**src/rtl/dice_pe_cfg_ctrl.sv**
```systemverilog
// Per-PE configuration and dynamic-control stage.
// Loads 2-word config packets into a shadow, commits to active, sequences DFF modes.
module dice_pe_cfg_ctrl #(
    parameter logic [7:0] PE_ID  = 8'd0,
    parameter logic [3:0] MAGIC  = 4'hA,
    parameter int         ITER_W = 16
) (
    input  logic              clk,
    input  logic              rst_n,
    input  logic              cfg_valid,
    output logic              cfg_ready,
    input  logic [31:0]       cfg_data,
    input  logic              cfg_commit,
    input  logic              iter_start,
    output logic [31:0]       opcode,
    output logic              out_sel,
    output logic              dff_input_mode,
    output logic              dff_output_mode,
    output logic              cfg_pending,
    output logic              cfg_err,
    output logic [ITER_W-1:0] iter_cnt
);

    typedef enum logic [1:0] {
        S_HDR  = 2'd0,
        S_OPC  = 2'd1,
        S_SKIP = 2'd2
    } state_t;

    state_t state_q, state_d;

    // Header flag bits: [2] out_follow, [1] dff_en, [0] out_sel
    logic [2:0]        hdr_tmp_q, hdr_tmp_d;
    logic [2:0]        sh_bits_q, sh_bits_d;
    logic [31:0]       sh_opc_q, sh_opc_d;
    logic              pend_q, pend_d;
    logic              err_q, err_d;
    logic [2:0]        act_bits_q;
    logic [31:0]       act_opc_q;
    logic              din_q, dout_q;
    logic [ITER_W-1:0] iter_q;

    logic accept;
    logic commit_fire;
    logic hdr_magic_ok;
    logic hdr_id_ok;

    assign cfg_ready    = (state_q != S_OPC) || !pend_q;
    assign accept       = cfg_valid && cfg_ready;
    assign commit_fire  = cfg_commit && pend_q;
    assign hdr_magic_ok = (cfg_data[31:28] == MAGIC);
    assign hdr_id_ok    = (cfg_data[27:20] == PE_ID);

    // Packet FSM next-state, shadow staging and sticky error
    always_comb begin
        state_d   = state_q;
        hdr_tmp_d = hdr_tmp_q;
        sh_bits_d = sh_bits_q;
        sh_opc_d  = sh_opc_q;
        pend_d    = pend_q;
        err_d     = err_q;
        if (commit_fire) begin
            pend_d = 1'b0;
        end
        case (state_q)
            S_HDR: begin
                if (accept) begin
                    if (!hdr_magic_ok) begin
                        err_d = 1'b1;
                    end else if (hdr_id_ok) begin
                        hdr_tmp_d = cfg_data[2:0];
                        state_d   = S_OPC;
                    end else begin
                        state_d = S_SKIP;
                    end
                end
            end
            S_OPC: begin
                if (accept) begin
                    sh_opc_d  = cfg_data;
                    sh_bits_d = hdr_tmp_q;
                    pend_d    = 1'b1;
                    state_d   = S_HDR;
                end
            end
            S_SKIP: begin
                if (accept) begin
                    state_d = S_HDR;
                end
            end
            default: begin
                state_d = S_HDR;
            end
        endcase
    end

    // Packet FSM and shadow registers
    always_ff @(posedge clk or negedge rst_n) begin
        if (!rst_n) begin
            state_q   <= S_HDR;
            hdr_tmp_q <= '0;
            sh_bits_q <= '0;
            sh_opc_q  <= '0;
            pend_q    <= 1'b0;
            err_q     <= 1'b0;
        end else begin
            state_q   <= state_d;
            hdr_tmp_q <= hdr_tmp_d;
            sh_bits_q <= sh_bits_d;
            sh_opc_q  <= sh_opc_d;
            pend_q    <= pend_d;
            err_q     <= err_d;
        end
    end

    // Active config, iteration counter and mode sequencing (old active config)
    always_ff @(posedge clk or negedge rst_n) begin
        if (!rst_n) begin
            act_bits_q <= '0;
            act_opc_q  <= '0;
            din_q      <= 1'b0;
            dout_q     <= 1'b0;
            iter_q     <= '0;
        end else begin
            if (commit_fire) begin
                act_bits_q <= sh_bits_q;
                act_opc_q  <= sh_opc_q;
                iter_q     <= '0;
            end else if (iter_start) begin
                iter_q <= iter_q + {{(ITER_W-1){1'b0}}, 1'b1};
            end
            if (iter_start && act_bits_q[1]) begin
                din_q <= ~din_q;
                if (act_bits_q[2]) begin
                    dout_q <= din_q;
                end
            end
        end
    end

    assign opcode          = act_opc_q;
    assign out_sel         = act_bits_q[0];
    assign dff_input_mode  = din_q;
    assign dff_output_mode = dout_q;
    assign cfg_pending     = pend_q;
    assign cfg_err         = err_q;
    assign iter_cnt        = iter_q;

endmodule

```
**config.mk**
```make
export PLATFORM = sky130hd
export DESIGN_NAME = dice_pe_cfg_ctrl
export DESIGN_NICKNAME = d
export VERILOG_FILES = /design/src/rtl/dice_pe_cfg_ctrl.sv
export SDC_FILE = /design/constraint.sdc
export NUM_CORES = 1
export LEC_CHECK = 0
export BUFFER_PORTS_ARGS = -buffer_cell sky130_fd_sc_hd__buf_2
export CAP_MARGIN = 40
export CELL_PAD_IN_SITES_DETAIL_PLACEMENT = 0
export CELL_PAD_IN_SITES_GLOBAL_PLACEMENT = 2
export CORE_ASPECT_RATIO = 0.7
export CORE_MARGIN = 1
export CORE_UTILIZATION = 33
export DETAILED_ROUTE_END_ITERATION = 10
export GPL_ROUTABILITY_DRIVEN = 0
export PLACE_DENSITY_LB_ADDON = 0.2
export SYNTH_ARGS = -nofsm -noshare
export SYNTH_HDL_FRONTEND = slang
export SYNTH_SLANG_ARGS = --single-unit
```
**constraint.sdc**
```tcl
create_clock -name clk -period 1.5 [get_ports clk]
set_input_delay 0.225 -clock clk [delete_from_list [all_inputs] [get_ports clk]]
set_output_delay 0.225 -clock clk [all_outputs]
set_load 0.005 [all_outputs]
```
==> metrics.cfg, run 1 <==
[detailed_routing]
route.detailed.drc=0
ant_nets=0
wl_per_cell_um=15.3
drt_iter0_drc=81
vias=2443
via_per_inst=4.57
dr.pass1.iters=4
routed_wl_um=8170

[global_routing]
grt_util_all_layers_pct=14.1
overflow=0
grt_pass1_vias=2503
grt_first_pass_wirelength_um=13100
antenna_found_initial=1
grt_max_degree=96

[finish]
drive_above_1_share_pct=41.6
area_growth_pct=33.4
final_cell_mix=dfrtp_1, buf_2, mux2_1, buf_4
finalInstanceArea_um2=5160
nets=417
num_antenna_cells=0
final_common_cell=dfrtp_1
fin_cells=535

[logic_synthesis]
netlist_area_um2=3870
async_flop_share_pct=100
ys_seq_area_share_pct=61.4
syn_avg_cell_area_um2=14.6
synthCells=265
synth-edff-count=0
ys_ff_latch=95
synth.distinct_cells=34
synth_flop_cell=dfrtp_1
postSynthNetCount=305
ys_warn_count=0

[pwr]
vdd_drop_max_uv=562
combPwrFrac_pct=12.0
p_seq_share_pct=45.7
switching_share_pct=23.7
internal_power_mw=4.73
switchingPower_mw=1.47
power.clock.fraction_pct=42.4
p_leak_nw=2.80
powerDensity_nw_per_um2=1200

[setup_path]
start_kind=flip-flop
worst_r2r_endpoint=sh_opc_q[27]$_DFFE_PN0P_
path_class=reg2reg
reg2reg_slack_ps=7
crit_fanout=13
r2r_cells=5
worstPathArrival_ps=1720
path_cells=ha_4, buf_4, nand3_4, buf_12, mux2_1
worstSetupStartpoint=state_q[0]$_DFFE_PN0P_
end_kind=flip-flop
critPathMaxStageDelay_ps=420
r2r_start=state_q[0]$_DFFE_PN0P_
crit_required_ps=1730
crit_slowest_cell=dfrtp_1

[timing]
drv_slew=0
fin_crit_ps=1490
clock-skew-final_ps=5.19
setup_ws_ps=6.66
finalHoldViolCount=0
relSlewSlack_pct=63.1
setup_violations=0
fin_crit_sh_pct=99.6
clock.fmax_mhz=670
fin_hold_ws_ps=73.0
tightestPinTransition_ps=553
rsz0062_at_grt=yes
setup_tns_ps=0

[worst_hold_path]
hold_end=cfg_pending$_DFF_PN0_
hold-path-cell-count=2
hold_path_class=in2reg
min_from=cfg_commit

[floorplanning]
die_y_um=92.6
core_area_um2=11200
die-width_um=131
row_count=32
ioPinCount=91
start_util_pct=34.5
dieArea_um2=12200

[placed_design]
port_buffers=90
dp_slack_ps=-16.1
dp.cells=511
dp_hpwl_um=5360
dpl_cell_area_um2=4610

[clock_network]
clockRootBuffer=clkbuf_16
cts_made_buffers=9
cts_tree=yes
worstSkewPairLatency_ps=340
clock-sinks=95
cts.htree.levels=3
cts_buffer_depth=2
clkTransAtPathRegs_ps=70

[run_status]
status=complete, no violations

[job]
drv_cap=0

==> worst max-delay path, delay by kind of cell, from the launching register on <==
kind,cells,cell delay [ps]
DFF,1,420
adders and majority gates,1,190
muxes,1,330
and+or+nand+nor,1,120
buffers and inverters,2,310
==> sequential cells by signal (all words and copies together), names as in the netlist <==
register,count
sh_opc_q,32
dff_output_mode,1
cfg_pending,1
act_bits_q,3
cfg_err,1
iter_cnt,16
sh_bits_q,3
hdr_tmp_q,3
dff_input_mode,1
opcode,32
state_q,2
==> how the worst max path moves through the flow <==
| stage | slack [ps] | end | cells past startpoint |
|---|---|---|---|
| 4_1_cts | -9 | hdr_tmp_q[1]$_DFFE_PN0P_ | 6 |
| 3_5_place_dp | -20 | hdr_tmp_q[1]$_DFFE_PN0P_ | 5 |
| 2_1_floorplan | 70 | hdr_tmp_q[0]$_DFFE_PN0P_ | 5 |
| 5_1_grt | -60 | sh_opc_q[30]$_DFFE_PN0P_ | 5 |
| 6_report | 7 | sh_opc_q[27]$_DFFE_PN0P_ | 5 |
| 3_3_place_gp | 10 | hdr_tmp_q[0]$_DFFE_PN0P_ | 5 |
==> area by class of cell <==
class / count / area (µm²)
Inverter: 7 / 26.3
Tap cell: 153 / 191
Sequential cell: 95 / 2380
Multi-Input combinational cell: 153 / 1510
Clock inverter: 6 / 108
Fill cell: 1074 / 6050
Timing Repair Buffer: 111 / 706
Clock buffer: 10 / 239
==> stage by stage <==
step | util (%) | power (mW)
final | 46.0 | 6.19
after global routing | 46.0 | 6.50
after CTS | 44.7 | 6.22
after detailed placement | 41.1 | 3.51
after global placement | 41.1 | 3.49
after floorplan | - | 3.15
==> kinds of logic after synthesis <==
family / after synthesis / synth area share (%)
adder cells (fa/ha/maj): 3 / 0.970
AND/OR/NAND/NOR: 51 / 9.02
XOR/XNOR: 13 / 2.94
multiplexers: 75 / 21.8
buffers and inverters: 17 / 2.04
flip-flops: 95 / 61.4
AO/OA/AOI/OAI: 11 / 1.78
==> synthesized netlist by cell type (2+ instances only) <==
cell type  instances  area [µm²]
o21ai_0            2        10.0
xor2_1             3        26.3
nor2_2             3        18.8
xnor2_1           10        87.6
nor4_2             4        50.1
inv_1              6        22.5
nor3_1             2        10.0
nor4_1             2        12.5
nand4_1            4        25.0
nand3_1            4        20.0
dfrtp_1           95        2380
mux2_1            74         833
o21ai_1            2        10.0
a21oi_1            3        15.0
nor2_1            11        41.3
nand2_1            8        30.0
or3_1              3        18.8
nand3_2            2        20.0
nand4_2            2        25.0
buf_2              9        45.0
ha_1               3        37.5
==> what timing repair did <==
| action | CTS | global route |
|---|---|---|
| gates cloned | 0 | 2 |
| hold endpoints to repair | 95 | 0 |
| pin swaps | 0 | 1 |
| resized for setup | 8 | 20 |
| hold buffers | 1 | 0 |
| endpoints found under the setup margin | 4 | 39 |
| buffers inserted | 2 | 3 |
==> per-layer routing <==
metal	up-vias	wire (µm)	track usage (%)
met2	64	3340	19.9
met1	1204	4040	18.6
li1	1160	-	-
met3	13	656	6.13
met4	2	126	6.30
met5	-	10	0
==> power by group through the flow <==
| stage | clock network [mW] | registers (mW) | logic, mW |
|---|---|---|---|
| floorplan | 0 | 2.88 | 0.263 |
| global placement | 0 | 2.87 | 0.626 |
| detailed placement | 0 | 2.87 | 0.638 |
| CTS | 2.72 | 2.82 | 0.673 |
| global route | 2.82 | 2.85 | 0.834 |
| finish | 2.62 | 2.83 | 0.741 |
No activity file was read; power rests on OpenSTA's default activity.
==> run 2: changes to the inputs <==
==> constraint.sdc (replaced) <==
create_clock -name clk -period 1.3 [get_ports clk]
set_input_delay 0.195 -clock clk [delete_from_list [all_inputs] [get_ports clk]]
set_output_delay 0.195 -clock clk [all_outputs]
set_load 0.005 [all_outputs]
==> metrics.cfg, run 2 (synthesized netlist as in run 1, its figures left out) <==
[run_status]
status=finished with violations
violations=negative setup slack

[detailed_routing]
routed_wl_um=8330  ; +2.0%
ant_nets=0  ; unchanged
dr.pass1.iters=4  ; unchanged
vias=2560  ; +4.8%
via_per_inst=4.51  ; -1.3%
drt_iter0_drc=71  ; -12%
route.detailed.drc=0  ; unchanged
wl_per_cell_um=14.7  ; -4.0%

[timing]
drv_slew=0  ; unchanged
fin_crit_sh_pct=115  ; +16 points
setup_ws_ps=-197  ; -204 ps
finalHoldViolCount=0  ; unchanged
fin_crit_ps=1500  ; +3.53 ps
fin_hold_ws_ps=63.5  ; -9.48 ps
clock.fmax_mhz=668  ; -0.24%
setup_violations=45  ; +45
clock-skew-final_ps=9.62  ; +4.43 ps
rsz0062_at_grt=yes
relSlewSlack_pct=79.5  ; +16 points
tightestPinTransition_ps=304  ; -249 ps

[setup_path]
start_kind=flip-flop
r2r_cells=6  ; +1
worstPathArrival_ps=1710  ; about the same
crit_slowest_cell=dfrtp_1
path_class=reg2reg
path_cells=inv_2, ha_4, buf_4, nand3_4, clkbuf_16, mux2_4
worst_r2r_endpoint=sh_opc_q[11]$_DFFE_PN0P_
critPathMaxStageDelay_ps=390  ; -30 ps
r2r_start=state_q[1]$_DFFE_PN0P_
crit_fanout=10  ; -3
crit_required_ps=1520  ; -210 ps
reg2reg_slack_ps=-200  ; -200 ps
end_kind=flip-flop

[finish]
fin_util_pct=50.8  ; +4.7 points
area_growth_pct=47.2
fin_cells=568  ; +6.2%
final_common_cell=dfrtp_1
num_antenna_cells=0  ; unchanged
drive_above_1_share_pct=55.4  ; +14 points
final_cell_mix=dfrtp_1, buf_2, mux2_1, mux2_4, buf_4
nets=451  ; +8.2%

[clock_network]
cts_tree=yes
cts_made_buffers=9  ; unchanged
worstSkewPairLatency_ps=340  ; about the same
cts.htree.levels=3  ; unchanged
clock-sinks=95  ; unchanged
clkTransAtPathRegs_ps=60  ; about the same
cts_buffer_depth=2  ; unchanged
clockRootBuffer=clkbuf_16

[worst_hold_path]
hold-path-cell-count=2  ; unchanged
hold_path_class=in2reg
hold_end=cfg_pending$_DFF_PN0_
min_from=cfg_commit

[job]
drv_cap=0  ; unchanged

[placed_design]
dp_hpwl_um=5660  ; +5.6%
port_buffers=90  ; unchanged
dp.cells=546  ; +6.8%

[floorplanning]
row_count=32  ; unchanged
die-width_um=131  ; unchanged
dieArea_um2=12200  ; unchanged
die_y_um=92.6  ; unchanged
core_area_um2=11200  ; unchanged
start_util_pct=34.5  ; unchanged
ioPinCount=91  ; unchanged

[global_routing]
antenna_found_initial=0  ; -1
grt_max_degree=29  ; -70%
grt_first_pass_wirelength_um=14000  ; +6.5%
overflow=0  ; unchanged
grt_pass1_vias=2730  ; +9.1%
grt_util_all_layers_pct=14.9  ; +0.74 points

[pwr]
p_leak_nw=3.12  ; +11%
vdd_drop_max_uv=684  ; +22%
powerDensity_nw_per_um2=1300  ; +8.4%
total_power_mw=7.41  ; +20%

## run 2: how the worst max path moves through the flow
stage	start	end	slack, ps	cells after the start
after global placement	cfg_data[27]	hdr_tmp_q[2]$_DFFE_PN0P_	-160	5
after CTS	state_q[1]$_DFFE_PN0P_	cfg_ready	-220	6
after floorplan	state_q[1]$_DFFE_PN0P_	hdr_tmp_q[0]$_DFFE_PN0P_	-100	6
after global routing	state_q[1]$_DFFE_PN0P_	cfg_ready	-270	6
final	state_q[1]$_DFFE_PN0P_	sh_opc_q[11]$_DFFE_PN0P_	-200	6
after detailed placement	cfg_data[27]	hdr_tmp_q[0]$_DFFE_PN0P_	-210	5
## run 2: power by group
group	switching (mW)	internal [mW]
Clock	1.07	1.73
Combinational	0.579	0.751
Sequential	0.172	3.10
## run 2: area by class of cell
| type | instances | area [µm²] |
|---|---|---|
| flip-flops and latches | 95 | 2380 |
| multi-input cells | 153 | 1750 |
| well taps | 153 | 191 |
| clock buffers | 12 | 246 |
| inverters | 7 | 26.3 |
| clock inverters | 3 | 67.6 |
| repair buffers | 145 | 1030 |
| fillers | 996 | 5520 |
## run 2: worst max-delay path: cells and delay by family (launching register included)
| kind | cells | cell delay, ps |
|---|---|---|
| adder cells (fa/ha/maj) | 1 | 140 |
| buffers and inverters | 3 | 420 |
| flip-flops | 1 | 390 |
| multiplexers | 1 | 290 |
| AND/OR/NAND/NOR | 1 | 140 |
## run 2: stage by stage
| step | worst slack, ps | TNS [ps] | area, µm² |
|---|---|---|---|
| after global placement | -165 | -3920 | 5030 |
| after detailed placement | -205 | -4480 | 5030 |
| after global routing | -266 | -10230 | 5690 |
| after floorplan | -104 | -2480 | 4040 |
| final | -197 | -7040 | 5690 |
| after CTS | -217 | -7380 | 5510 |
## run 2: routing by layer
metal  GRT usage, %  vias up  part of all wire (%)  wire length, µm
li1               -     1234                     -                -
met1           20.3     1255                    50             4150
met2           21.1       65                    42             3460
met3           6.95        6                   7.6              637
met4           3.49        0                  0.94               78
met5              0        -                     0                0
## run 2: timing repair
item | 4_1_cts | 5_1_grt
hold buffers | 1 | 0
hold endpoints to repair | 76 | 0
pin swaps | 15 | 13
endpoints found under the setup margin | 53 | 93
cloned | 0 | 2
resized for setup | 24 | 26
buffers inserted | 4 | 2
